==> src/rtl/accel_job_scheduler.sv <==
// accel_job_scheduler: runs a batch of tile jobs through the single-shot accelerator wrapper, with watchdog and abort.
module accel_job_scheduler #(
    parameter int ADDR_W     = 64,
    parameter int JOB_W      = 16,
    parameter int TO_W       = 32,
    parameter int RST_CYCLES = 2
) (
    input  logic              clk,
    input  logic              reset,
    input  logic              cfg_valid,
    output logic              cfg_ready,
    input  logic [ADDR_W-1:0] cfg_read_base,
    input  logic [ADDR_W-1:0] cfg_write_base,
    input  logic [ADDR_W-1:0] cfg_stride,
    input  logic [ADDR_W-1:0] cfg_num_read,
    input  logic [ADDR_W-1:0] cfg_elem_size,
    input  logic [JOB_W-1:0]  cfg_num_jobs,
    input  logic [TO_W-1:0]   cfg_timeout,
    input  logic              abort,
    output logic              acc_rst,
    output logic [ADDR_W-1:0] acc_read_base,
    output logic [ADDR_W-1:0] acc_write_base,
    output logic [ADDR_W-1:0] acc_num_read,
    output logic [ADDR_W-1:0] acc_read_size,
    input  logic              acc_done,
    output logic              busy,
    output logic [JOB_W-1:0]  job_idx,
    output logic [JOB_W-1:0]  jobs_done,
    output logic              batch_done,
    output logic [1:0]        status,
    output logic [TO_W-1:0]   batch_cycles
);
    localparam int RC_W = $clog2(RST_CYCLES + 1);
    typedef enum logic [1:0] {IDLE, RST, RUN} state_t;
    state_t state, state_nx;
    logic [RC_W-1:0] rst_cnt;
    logic [TO_W-1:0] wd_cnt, timeout;
    logic [JOB_W-1:0] num_jobs;
    logic [ADDR_W-1:0] stride;
    logic last_job, wd_hit, rst_end, job_fin;

    assign cfg_ready = state == IDLE;
    assign busy = state != IDLE;
    assign acc_rst = reset || state != RUN;
    assign last_job = jobs_done + 1'b1 == num_jobs;
    assign rst_end = rst_cnt == RC_W'(RST_CYCLES - 1);
    assign wd_hit = timeout != '0 && wd_cnt == timeout - 1'b1;
    assign job_fin = state == RUN && acc_done && !abort;

    always_comb begin
        state_nx = state;
        unique case (state)
            IDLE:    state_nx = cfg_valid && cfg_num_jobs != '0 ? RST : IDLE;
            RST:     state_nx = abort ? IDLE : rst_end ? RUN : RST;
            RUN:     state_nx = abort ? IDLE : acc_done ? (last_job ? IDLE : RST) : wd_hit ? IDLE : RUN;
            default: state_nx = IDLE;
        endcase
    end

    always_ff @(posedge clk or posedge reset) begin
        if (reset) begin
            state <= IDLE;
            rst_cnt <= '0;
            wd_cnt <= '0;
            timeout <= '0;
            num_jobs <= '0;
            stride <= '0;
            acc_read_base <= '0;
            acc_write_base <= '0;
            acc_num_read <= '0;
            acc_read_size <= '0;
            job_idx <= '0;
            jobs_done <= '0;
            batch_done <= 1'b0;
            status <= 2'd0;
            batch_cycles <= '0;
        end else begin
            state <= state_nx;
            batch_done <= 1'b0;
            if (state == IDLE) begin
                if (cfg_valid) begin
                    acc_read_base <= cfg_read_base;
                    acc_write_base <= cfg_write_base;
                    acc_num_read <= cfg_num_read;
                    acc_read_size <= cfg_elem_size;
                    stride <= cfg_stride;
                    num_jobs <= cfg_num_jobs;
                    timeout <= cfg_timeout;
                    job_idx <= '0;
                    jobs_done <= '0;
                    status <= 2'd0;
                    rst_cnt <= '0;
                    batch_cycles <= TO_W'(1);
                    batch_done <= cfg_num_jobs == '0;
                end
            end else begin
                batch_cycles <= &batch_cycles ? batch_cycles : batch_cycles + 1'b1;
                rst_cnt <= state == RST ? rst_cnt + 1'b1 : '0;
                wd_cnt <= state == RUN ? wd_cnt + 1'b1 : '0;
                if (state_nx == IDLE) begin
                    batch_done <= 1'b1;
                    status <= abort ? 2'd2 : state == RUN && acc_done ? 2'd0 : 2'd1;
                end
                if (job_fin) begin
                    jobs_done <= jobs_done + 1'b1;
                    if (!last_job) begin
                        job_idx <= job_idx + 1'b1;
                        acc_read_base <= acc_read_base + stride;
                        acc_write_base <= acc_write_base + stride;
                    end
                end
            end
        end
    end
endmodule

==> config.mk <==
export PLATFORM = sky130hd
export DESIGN_NAME = accel_job_scheduler
export DESIGN_NICKNAME = d
export VERILOG_FILES = /design/src/rtl/accel_job_scheduler.sv
export SDC_FILE = /design/constraint.sdc
export NUM_CORES = 2
export LEC_CHECK = 0
export ABC_AREA = 1
export BUFFER_PORTS_ARGS = -buffer_cell sky130_fd_sc_hd__buf_2
export CAP_MARGIN = 20
export CORE_AREA = 2 2 272 274
export CTS_BUF_LIST = sky130_fd_sc_hd__clkbuf_8
export CTS_CLUSTER_SIZE = 25
export DETAILED_ROUTE_END_ITERATION = 8
export DIE_AREA = 0 0 274 276
export GPL_TIMING_DRIVEN = 1
export PLACE_DENSITY = 0.75
export SYNTH_ARGS = -nofsm -noshare
export SYNTH_HDL_FRONTEND = slang
export SYNTH_SLANG_ARGS = --single-unit
==> constraint.sdc <==
create_clock -name clk -period 15.2 [get_ports clk]
set_clock_uncertainty 0.15 [all_clocks]
set_input_delay 0 -clock clk [delete_from_list [all_inputs] [get_ports clk]]
set_output_delay 0 -clock clk [all_outputs]
set_load 0.01 [all_outputs]
Yosys cells after proc, flatten, opt, wreduce, memory -nomap -nowiden
Index checks and enable logic that the tools add are counted.
{ "word_totals": {"ff_bits": 471, "in_bits": 373, "out_inout_bits": 326, "wordCells": 88} }
{ "op_classes": {"add_sub_neg": 8, "n_eq_ne": 9, "muxes": 36, "reduce_logical": 20} }
{ "op_table": {"columns": ["op", "n"], "rows": [
  ["2-to-1 mux 64 bit", 8],
  ["adder 64 bit", 2],
  ["2-to-1 mux 32 bit", 4],
  ["2-to-1 mux 16 bit", 6],
  ["adder 32 x 1 -> 32 bit (second input constant)", 2],
  ["adder 16 x 1 -> 16 bit (second input constant)", 2],
  ["equality test 32 bit", 1],
  ["AND reduction 32 bit", 1],
  ["nonzero test 32 bit", 1],
  ["subtractor 32 x 1 -> 32 bit (second input constant)", 1],
  ["2-to-1 mux 2 bit", 11],
  ["equality test 16 bit", 1],
  ["logical NOT 16 bit", 1],
  ["nonzero test 16 bit", 1],
  ["!= test 2 bit (second input constant)", 4],
  ["AND reduction 2 bit", 4],
  ["2-to-1 mux 1 bit", 6],
  ["one-hot mux 2 bit (3 select lines)", 1],
  ["nonzero test 2 bit", 3],
  ["equality test 2 x 1 -> 1 bit (second input constant)", 2],
  ["logical AND 1 bit", 4],
  ["logical NOT 2 bit", 2],
  ["AND reduction 3 bit", 1],
  ["adder 2 x 1 -> 2 bit (second input constant)", 1],
  ["other kinds (3)", 3]
]} }

Logic depth before layout (Yosys ltp)
{ "depth": {"word_depth": 10, "ltp_mapped": 19, "mapped_depth_nobuf": 18} }

Worst setup path before layout
Ideal clock, no wire load.
{ "synth_timing": {"path_type": "in2out", "from": "input reset", "to": "output acc_rst", "t_arrival_ps": 10794, "required_ps": 15050, "setup_slack_ps": 4256, "cell_stages": 2, "n_path_buf": 0, "path_cell_list": "inv_1 -> nand2_1"} }
{ "synth_between": {"elab_chain_cells": 1} }
{ "synth_lines": {"columns": ["element", "line", "source"], "rows": [
  ["from (decl)", "9", "input logic reset,"],
  ["logical OR 1 bit", "44", "assign acc_rst = reset || state != RUN;"],
  ["to (decl)", "20", "output logic acc_rst,"]
]} }
Every way passes these cells.

Final worst setup path
{ "layout_timing": {"from": "register state[0]", "to": "register acc_write_base[36]"} }
{ "layout_between": {"elab_chain_cells": 5, "word_cells_on_any_way": 9, "cone_classes": "eq/ne: 3; mux: 1; reduce/logical: 5"} }
{ "layout_lines": {"columns": ["element", "line", "source"], "rows": [
  ["from (decl)", "35", "state_t state, state_nx;"],
  ["from (signal assigned)", "78", "state <= state_nx;"],
  ["equality test 2 bit", "48", "assign job_fin = state == RUN && acc_done && !abort;"],
  ["logical AND 1 bit (2 in series)", "48", null],
  ["nonzero test 2 bit (no line)", null, null],
  ["AND reduction 3 bit (no line)", null, null],
  ["to (signal assigned)", "83", "acc_write_base <= cfg_write_base;"],
  ["to (signal assigned)", "109", "acc_write_base <= acc_write_base + stride;"],
  ["to (decl)", "22", "output logic [ADDR_W-1:0] acc_write_base,"]
]} }
Several ways; a longest one is shown, not always the timed one.
A chain may end at the register's enable or synchronous reset.

==> results.tsv <==
stage	metric	value	unit
worst_setup_path	worst_ep_arrival_time	4940	ps
power_and_ir_drop	total_power	9.636	mW
run	max_cap_viol_count	0	
sta	setup_ws	10720	ps
outcome	status	finished, violations left	
worst_setup_path	critPathSlowestCell	buf_4	
sta	hold_viol	0	
sta	fmax	223.1	MHz
floorplanning	fp.dieW	274	um
synthesis	yosys.area.top_type	dfrtp_1	
min_path	hold_depth	4	
worst_setup_path	r2r_start	state[0]	
worst_setup_path	r2r_slack	10720	ps
clock_network	cts.htree.levels	3	
final_layout	drive_gt1_share	15.52	%
clock_network	cts_tree	yes	
placement	port_buffers	698	
clock_network	clock_latency	750	ps
floorplanning	num_rows	99	
synthesis	syn_area_per_cell	6.900	sq um
synthesis	synth.cell_area	0.03049	sq mm
synthesis	synth_fp_nets	4926	
placement	place_ws	10700	ps
clock_network	clk_pin_slew	60	ps
synthesis	netlist_instances	4419	
detailed_routing	wl	139900	um
power_and_ir_drop	powerDensity	219.9	mW/mm^2
detailed_routing	viasPerCell	5.545	
sta	period_share	29.49	%
global_route	gr-total-overflow	0	
worst_setup_path	critPathMaxFanout	163	
worst_setup_path	rr_worst_depth	9	
min_path	hold_path.class	in -> reg	
min_path	hp-start	cfg_write_base[47]	
floorplanning	core_area	0.07259	sq mm
sta	slew_viol_final	0	
sta	slew_headroom	24.00	%
power_and_ir_drop	vdd_drop_max	0.1437	mV
detailed_routing	firstDrtPassIters	9	
floorplanning	die_area	0.07562	sq mm
placement	dp_hpwl	90220	um
synthesis	async_flop_share	100.0	%
synthesis	synth_area_leaders	dfrtp_1 (39%), nand2_1 (18%), nor2_1 (6.0%)	
worst_setup_path	r2r-end	acc_write_base[36]	
worst_setup_path	critPathKind	reg -> reg	
floorplanning	io_pins	699	
sta	rsz0062_at_grt	false	
synthesis	ys_seq_area_share	38.66	%
synthesis	synth_edf_count	0	
placement	gp_congestion	1.011	
synthesis	synth-main-ff-cell	dfrtp_1	
detailed_routing	drt_iter0_markers	3835	
synthesis	ys_ff_latch	471	
worst_setup_path	slowest_delay	820	ps
global_route	grt_max_degree	201	
detailed_routing	wl_per_cell	20.48	um
sta	worst_pin_slew	1140	ps
floorplanning	die_y	276	um
worst_setup_path	critical_path.startpoint	state[0]	
global_route	grt_pass1_wl	212200	um
clock_network	cts_setup_buffers	0	
outcome	violations	DRC	
clock_network	cts_buffers	87	
detailed_routing	drtAntennaViolNets	0	
worst_setup_path	required	15660	ps
floorplanning	start_util	42.01	%
global_route	grt_use_total	36.01	%
final_layout	areaGrowthSynthToFinish	43.73	%
final_layout	final_nets	6300	
global_route	grt_pass1_vias	37970	
synthesis	synth_warnings	0	
clock_network	post_cts_resized	0	
global_route	antenna_found_initial	18	
sta	finalSetupTns	0	ps
clock_network	clock_sinks	471	
min_path	holdPathEnd	acc_write_base[47]	
worst_setup_path	worstSetupStartpointType	flop	
clock_network	clk_path_buf_depth	3	
detailed_routing	via_count	37900	
power_and_ir_drop	p_leak	21.81	nW
detailed_routing	drc	2	
worst_setup_path	end_kind	flop	
worst_setup_path	worstPathCellList	nor2_4 -> inv_4 -> nor2_4 -> buf_4 -> inv_8 -> nand2_8 -> buf_4 -> o21ai_0 -> o21ai_0	
sta	setup_viol	0	
synthesis	yosysTopAreaCellShare	38.66	%
synthesis	synth.distinct_cells	49	
sta	fin_crit	4482	ps
clock_network	root_buffer	clkbuf_8	
[sequential cells by signal, indices dropped and copies added (netlist names), 32 cells and up]
name            flops
wd_cnt             32
acc_read_base      64
acc_write_base     64
acc_read_size      64
stride             64
batch_cycles       32
acc_num_read       64
timeout            32
[power by group]
group / switching, mW / internal [mW]
Clock: 0.643 / 0.790
Sequential: 0.637 / 1.77
Combinational: 3.89 / 1.91
[worst max-delay path, delay by kind of cell (launching register included)]
kind / cells / cell delay (ps)
AND/OR/NAND/NOR: 3 / 1000
AO/OA/AOI/OAI: 2 / 470
flip-flops: 1 / 610
buffers and inverters: 4 / 2030
[metal layers]
metal | GRT usage (%) | routed length [um] | vias up
met4 | 25.29 | 11860 | 12
met3 | 7.686 | 13430 | 742
met1 | 41.31 | 49670 | 17500
met5 | 0 | 80 | -
met2 | 59.57 | 64900 | 2435
li1 | - | - | 17210
[stage by stage]
stage / area (sq um) / utilization [%] / hold slack [ps] / instances
2_1_floorplan: 30490 / - / -33.38 / 4419
3_3_place_gp: 34800 / 47.94 / 48.46 / 5965
3_5_place_dp: 34800 / 47.94 / 52.81 / 5965
4_1_cts: 43760 / 60.29 / 0.4799 / 6820
5_1_grt: 43820 / 60.37 / 30.74 / 6833
6_report: 43820 / 60.37 / 4.762 / 6834
[final cells by class]
cell class                      count  area (sq um)
Inverter                          419          1592
Multi-Input combinational cell   3403         16580
Antenna cell                       13         32.53
Clock buffer                      108          1486
Sequential cell                   471         11790
Clock inverter                     50         501.7
Tap cell                          959          1200
Timing Repair Buffer             1411         10650
Fill cell                        6093         28760
[cell usage in the layout, fill, tap and decap left out, types with 15 or more instances in the layout]
master            n
or2_2            28
nand4_1          46
nor3_1           51
a31oi_1          86
nand2_1        1469
o21bai_1         15
a21oi_1         278
xor2_1           65
nor2_1          486
ha_1            132
dfrtp_1         471
o21ai_0         338
clkinv_2         15
buf_2           698
dlygate4sd3_1   697
clkbuf_8        108
nand3_1         206
o22ai_1          24
nor4_1           25
inv_1           429
a21o_1           22
xnor2_1          20
[how the worst max path moves through the flow]
stage / cells after the start / to
4_1_cts: 9 / acc_write_base[36]
6_report: 9 / acc_write_base[36]
3_5_place_dp: 9 / acc_write_base[36]
2_1_floorplan: 1 / acc_num_read[0]
5_1_grt: 9 / acc_read_base[35]
3_3_place_gp: 9 / acc_write_base[51]
[Yosys cell counts (all sizes together) (6+ instances only)]
library cell  count
dfrtp           471
a211oi            6
clkbuf           78
ha              132
nor3             55
nand4            46
a21o             22
nand2          1471
inv             417
o211ai           13
buf              48
o21bai           15
or2              28
xnor2            20
o21ai           350
and3              9
nor2            497
o22ai            24
xor2             65
a21boi            6
o21a              9
a21oi           278
nor4             25
nand3b           11
o31ai            11
nand3           209
a31oi            86
[kinds of logic (layout without fill, tap and decap cells)]
kind of cell             after synthesis  after routing  synth area share (%)
AO/OA/AOI/OAI                        824            824                 14.70
XOR/XNOR                              86             86                 2.520
adder cells (fa/ha/maj)              134            134                 5.548
buffers and inverters                545           1988                 7.054
flip-flops                           471            471                 38.66
multiplexers                           3              3               0.09849
other                                  0             13                     0
AND/OR/NAND/NOR                     2356           2356                 31.43
[what timing repair did]
| item | 4_1_cts | 5_1_grt |
|---|---|---|
| hold endpoints to repair | 504 | 0 |
| hold buffers | 697 | 0 |
| setup endpoints to repair | 0 | 0 |
Note: power is estimated with default switching activity, not from simulation.
